[src/rtl/dut_io_pack.sv]
// Bridges a 32-bit word stream to a wide DUT input vector and streams a wide
// DUT output vector back out as 32-bit words.
module dut_io_pack #(
  parameter int unsigned DUT_INPUT_WIDTH  = 256,
  parameter int unsigned DUT_OUTPUT_WIDTH = 256
) (
  input  logic                        clk,
  input  logic                        reset,
  input  logic [31:0]                 in_word_data,
  input  logic                        in_word_valid,
  output logic                        in_word_ready,
  input  logic                        in_clear,
  output logic [DUT_INPUT_WIDTH-1:0]  dut_input_vec,
  output logic                        dut_input_valid,
  input  logic [DUT_OUTPUT_WIDTH-1:0] dut_output_vec,
  input  logic                        capture,
  output logic [31:0]                 out_word_data,
  output logic                        out_word_valid,
  input  logic                        out_word_ready,
  output logic                        out_word_last,
  output logic                        capture_overrun
);

  localparam int unsigned WORD_W = 32;
  localparam int unsigned NI     = (DUT_INPUT_WIDTH + WORD_W - 1) / WORD_W;
  localparam int unsigned NO     = (DUT_OUTPUT_WIDTH + WORD_W - 1) / WORD_W;
  localparam int unsigned IW     = (NI > 1) ? $clog2(NI) : 1;
  localparam int unsigned OW     = (NO > 1) ? $clog2(NO) : 1;

  localparam logic [0:0] ST_IDLE = 1'b0;
  localparam logic [0:0] ST_SEND = 1'b1;

  // ---------------- input path ----------------
  logic [NI-1:0][WORD_W-1:0] in_buf_q;
  logic [NI-1:0][WORD_W-1:0] in_asm_c;
  logic [NI*WORD_W-1:0]      in_flat_c;
  logic [IW-1:0]             in_idx_q;
  logic                      in_hs_c;
  logic                      in_last_c;

  assign in_hs_c   = in_word_valid && in_word_ready && !in_clear;
  assign in_last_c = (in_idx_q == IW'(NI - 1));
  assign in_flat_c = in_asm_c;

  // Assembly buffer with the offered word merged into its lane
  always_comb begin
    in_asm_c           = in_buf_q;
    in_asm_c[in_idx_q] = in_word_data;
  end

  // Word assembly; the full vector is published only when the last lane lands
  always_ff @(posedge clk or negedge reset) begin
    if (!reset) begin
      in_word_ready   <= 1'b0;
      in_idx_q        <= '0;
      in_buf_q        <= '0;
      dut_input_vec   <= '0;
      dut_input_valid <= 1'b0;
    end else begin
      in_word_ready   <= 1'b1;
      dut_input_valid <= 1'b0;
      if (in_clear) begin
        in_idx_q <= '0;
      end else if (in_hs_c) begin
        in_buf_q <= in_asm_c;
        if (in_last_c) begin
          in_idx_q        <= '0;
          dut_input_vec   <= in_flat_c[DUT_INPUT_WIDTH-1:0];
          dut_input_valid <= 1'b1;
        end else begin
          in_idx_q <= in_idx_q + IW'(1);
        end
      end
    end
  end

  // ---------------- output path ----------------
  logic [0:0]                state_q, state_d;
  logic [NO-1:0][WORD_W-1:0] out_buf_q, out_buf_d;
  logic [NO-1:0][WORD_W-1:0] cap_c;
  logic [OW-1:0]             out_idx_q, out_idx_d;
  logic [OW-1:0]             out_nidx_c;
  logic [31:0]               out_data_d;
  logic                      out_valid_d;
  logic                      out_last_d;
  logic                      overrun_d;

  assign cap_c      = (NO*WORD_W)'(dut_output_vec);
  assign out_nidx_c = out_idx_q + OW'(1);

  // Output FSM registers
  always_ff @(posedge clk or negedge reset) begin
    if (!reset) begin
      state_q         <= ST_IDLE;
      out_buf_q       <= '0;
      out_idx_q       <= '0;
      out_word_data   <= '0;
      out_word_valid  <= 1'b0;
      out_word_last   <= 1'b0;
      capture_overrun <= 1'b0;
    end else begin
      state_q         <= state_d;
      out_buf_q       <= out_buf_d;
      out_idx_q       <= out_idx_d;
      out_word_data   <= out_data_d;
      out_word_valid  <= out_valid_d;
      out_word_last   <= out_last_d;
      capture_overrun <= overrun_d;
    end
  end

  // Output FSM next state: snapshot on capture, then walk lanes on each handshake
  always_comb begin
    state_d     = state_q;
    out_buf_d   = out_buf_q;
    out_idx_d   = out_idx_q;
    out_data_d  = out_word_data;
    out_valid_d = out_word_valid;
    out_last_d  = out_word_last;
    overrun_d   = capture_overrun;
    case (state_q)
      ST_IDLE: begin
        if (capture) begin
          out_buf_d   = cap_c;
          out_idx_d   = '0;
          out_data_d  = cap_c[0];
          out_valid_d = 1'b1;
          out_last_d  = (NO == 1);
          state_d     = ST_SEND;
        end
      end
      ST_SEND: begin
        if (capture) begin
          overrun_d = 1'b1;
        end
        if (out_word_ready) begin
          if (out_word_last) begin
            out_idx_d   = '0;
            out_valid_d = 1'b0;
            out_last_d  = 1'b0;
            state_d     = ST_IDLE;
          end else begin
            out_idx_d  = out_nidx_c;
            out_data_d = out_buf_q[out_nidx_c];
            out_last_d = (out_nidx_c == OW'(NO - 1));
          end
        end
      end
      default: begin
        state_d = ST_IDLE;
      end
    endcase
  end

endmodule

[config.mk]
export PLATFORM = sky130hd
export DESIGN_NAME = dut_io_pack
export DESIGN_NICKNAME = d
export VERILOG_FILES = /design/src/rtl/dut_io_pack.sv
export SDC_FILE = /design/constraint.sdc
export NUM_CORES = 1
export LEC_CHECK = 0
export CORE_UTILIZATION = 40
export CTS_CLUSTER_DIAMETER = 120
export DETAILED_ROUTE_END_ITERATION = 6
export HOLD_SLACK_MARGIN = 0.02
export PLACE_DENSITY = 0.71
export REMOVE_ABC_BUFFERS = 1
export SLEW_MARGIN = 5
export SYNTH_ARGS = -nofsm -noshare
export SYNTH_HDL_FRONTEND = slang
export SYNTH_SLANG_ARGS = --single-unit
export TNS_END_PERCENT = 50
[constraint.sdc]
create_clock -name clk -period 2.9 [get_ports clk]
set_clock_uncertainty 0.2 [all_clocks]
set_input_delay 0.435 -clock clk [delete_from_list [all_inputs] [get_ports clk]]
set_output_delay 0.435 -clock clk [all_outputs]
set_load 0.005 [all_outputs]
==> flow_metrics.env, run 1 <==
export IMPL_wire_per_inst_um=21.8
export IMPL_insertion_delay_ps=640
export IMPL_gp_congestion=0.828
export IMPL_required_ps=3220
export IMPL_rsz0062_at_grt="no"
export IMPL_io_pins=587
export IMPL_final_layout_size_suffix_gt1_share_pct=22.6
export IMPL_status="completed"
export IMPL_synth_cells=2809
export IMPL_synth_edf_count=0
export IMPL_ys_types=40
export IMPL_die_area_sq_mm=0.0891
export IMPL_via_per_inst=5.23
export IMPL_crit_family="flip-flops"
export IMPL_synth_avg_cell_area_sq_um=12.5
export IMPL_start_util_pct=40.5
export IMPL_setup_tns_ps=0
export IMPL_min_period_over_period_pct=86.4
export IMPL_cp_slowest_stage_delay_ps=510
export IMPL_ys_seq_area_share_pct=57.8
export IMPL_irDropWorstVdd_v=0.000562
export IMPL_syn_to_final_growth_pct=29.9
export IMPL_slew_headroom_pct=50.6
export IMPL_dr_pass1_iters=5
export IMPL_tightest_slew_ps=739
export IMPL_drtAntennaViolNets=0
export IMPL_cts_path_max_buffers=3
export IMPL_hold_viol=0
export IMPL_start_kind="register"
export IMPL_nets=3652
export IMPL_p_sw_mw=11.1
export IMPL_hpwl_mm=66.3
export IMPL_tritoncts="done"
export IMPL_p_seq_share_pct=40.9
export IMPL_rows=108
export IMPL_ys_ff_latch=812
export IMPL_synthFlopType="dfrtp_1"
export IMPL_combPwrFrac_pct=27.7
export IMPL_clkSinkCount=812
export IMPL_grt_max_degree=155
export IMPL_syn_area_sq_mm=0.0352
export IMPL_track_usage_pct=22.3
export IMPL_cts_buffers=88
export IMPL_power_density_mw_per_mm2=806
export IMPL_yosys_area_top_type_share_pct=57.8
export IMPL_holdWs_ps=176
export IMPL_crit_path_max_fanout=23
export IMPL_critical_path_cell_chain="ha_1 > xor2_4 > buf_12 > buf_4 > mux2i_1 > a22oi_1 > a31o_1"
export IMPL_setup_viol=0
export IMPL_root_buffer="clkbuf_16"
export IMPL_post_cts_setup_buffers=0
export IMPL_remaining_drc_errors=0
export IMPL_end_kind="register"
export IMPL_grt_pass1_vias=24500
export IMPL_async_reset_ff_share_pct=100
export IMPL_port_buffers=586
export IMPL_p_leak_nw=20.8
export IMPL_intPower_mw=25.7
export IMPL_fp_dieH_um=298
export IMPL_fmax_mhz=399
export IMPL_min_period_ps=2510
export IMPL_min_path_type="in2async"
export IMPL_antenna_found_initial=7
export IMPL_gr_total_overflow=0
export IMPL_ys_warn_count=0
export IMPL_die_x_um=298
export IMPL_htreeDepth=3
export IMPL_path_clk_slew_ps=60
export IMPL_fp_coreArea_sq_mm=0.0869
export IMPL_drv_cap=0
export IMPL_criticalPathCategory="reg2reg"
export IMPL_slowest_stage="dfrtp_1"
export IMPL_slew_viol_final=0
export IMPL_holdBufCountCts=1
export IMPL_switching_share_pct=30.2
export IMPL_synth_common_cells="dfrtp_1, mux2_2, nand2_1"
export IMPL_postCtsResizedCells=0
export IMPL_drt_iter0_drc=1361
export IMPL_wl_mm=99.8
export IMPL_cp_arrival_ps=2830
export IMPL_yosysMostFrequentCell="dfrtp_1"
export IMPL_clkPwrFrac_pct=31.3
export IMPL_num_vias=24000
export IMPL_critPathBufInv=2
export IMPL_synth_top_cell_by_area="dfrtp_1"
export IMPL_grt_pass1_wl_mm=153
export IMPL_synth_area_leaders="dfrtp_1, mux2_2, mux2i_1"
power by group through the flow:
stage | Sequential (mW) | Clock [mW] | Combinational, mW
final | 15.1 | 11.5 | 10.2
after global routing | 15.3 | 12.3 | 11.1
after CTS | 15.0 | 11.8 | 10.3
after detailed placement | 15.2 | 0 | 10.2
after global placement | 15.1 | 0 | 10.0
after floorplan | 14.8 | 0 | 5.73
cell type report:
cell class	instances	area [sq um]
clock buffers	124	2550
inverters	3	11.3
fillers	7436	41200
well taps	1155	1450
diodes	4	10.0
multi-input cells	1769	13800
flip-flops and latches	812	20300
clock inverters	35	452
repair buffers	679	7050
cell usage in the layout (no fill, tap or decap), types with 32 or more instances in the layout:
| cell | Yosys | final |
|---|---|---|
| nand2_1 | 427 | 422 |
| clkbuf_16 | 0 | 89 |
| a22oi_1 | 32 | 32 |
| buf_12 | 0 | 39 |
| dfrtp_1 | 812 | 811 |
| a31oi_1 | 33 | 33 |
| o22ai_1 | 32 | 32 |
| clkdlybuf4s50_1 | 0 | 584 |
| buf_4 | 16 | 53 |
| nand3_1 | 35 | 34 |
| mux2_2 | 499 | 499 |
| o21ai_0 | 238 | 238 |
| mux2i_1 | 352 | 352 |
sequential cells by signal (all words and copies together) (netlist names):
signal,cells
in_buf_q,256
out_word_last,1
dut_input_vec,256
out_idx_q,3
out_buf_q,256
out_word_data,32
capture_overrun,1
dut_input_valid,1
in_idx_q,3
state_q,1
out_word_valid,1
in_word_ready,1
per-stage QoR:
| step | setup WS, ps | power [mW] | util [%] | cells | cell area, sq um |
|---|---|---|---|---|---|
| 4_1_cts | 362 | 37.1 | 52.6 | 4577 | 45700 |
| 3_3_place_gp | 259 | 25.1 | 49.1 | 4417 | 42700 |
| 6_report | 395 | 36.8 | 52.6 | 4581 | 45700 |
| 3_5_place_dp | 216 | 25.5 | 49.1 | 4417 | 42700 |
| 5_1_grt | 244 | 38.6 | 52.6 | 4577 | 45700 |
| 2_1_floorplan | -11120 | 20.6 | - | 2584 | 34000 |
metal layers:
metal  routed length [um]  part of all wire, %  global-route usage (%)  up-vias
met3                 7350                  7.4                    4.83      127
met5                   37                0.037                       0        -
met4                 2140                  2.1                    6.01        6
met2                45600                   46                    34.8      790
li1                     -                    -                       -    11000
met1                44700                   45                    31.3    12100
cells by family (layout without fill, tap and decap cells):
kind of cell / after synthesis / in the layout / synth area share, %
flip-flops: 812 / 812 / 57.8
other: 1 / 5 / 0.0107
XOR/XNOR: 2 / 2 / 0.0498
AO/OA/AOI/OAI: 398 / 398 / 6.50
multiplexers: 865 / 865 / 26.5
buffers and inverters: 228 / 841 / 3.26
AND/OR/NAND/NOR: 498 / 498 / 5.75
adder cells (fa/ha/maj): 5 / 5 / 0.178
worst paths after layout:
| path | to | start | cells after the start | slack [ps] |
|---|---|---|---|---|
| worst max-delay path | out_word_data[23] | out_idx_q[0] | 7 | 390 |
| worst min-delay path | out_word_data[20] | reset | 2 | 180 |
| worst max register to register | out_word_data[23] | out_idx_q[0] | 7 | 390 |
| worst min register to register | capture_overrun | capture_overrun | 1 | 260 |
| max in group asynchronous | dut_input_vec[121] | reset | 3 | 1310 |
| min in group clk | out_word_valid | capture | 4 | 200 |
Note: power is estimated with default switching activity, not from simulation.
==> run 2: changes to the inputs <==
--- a/config.mk
+++ b/config.mk
@@ -5,6 +5,7 @@
 export SDC_FILE = /design/constraint.sdc
 export NUM_CORES = 1
 export LEC_CHECK = 0
+export CAP_MARGIN = 20
 export CORE_UTILIZATION = 40
 export CTS_CLUSTER_DIAMETER = 120
 export DETAILED_ROUTE_END_ITERATION = 6
==> results of run 2 <==
No change in the layout: final DEF, timing and power equal those of run 1.
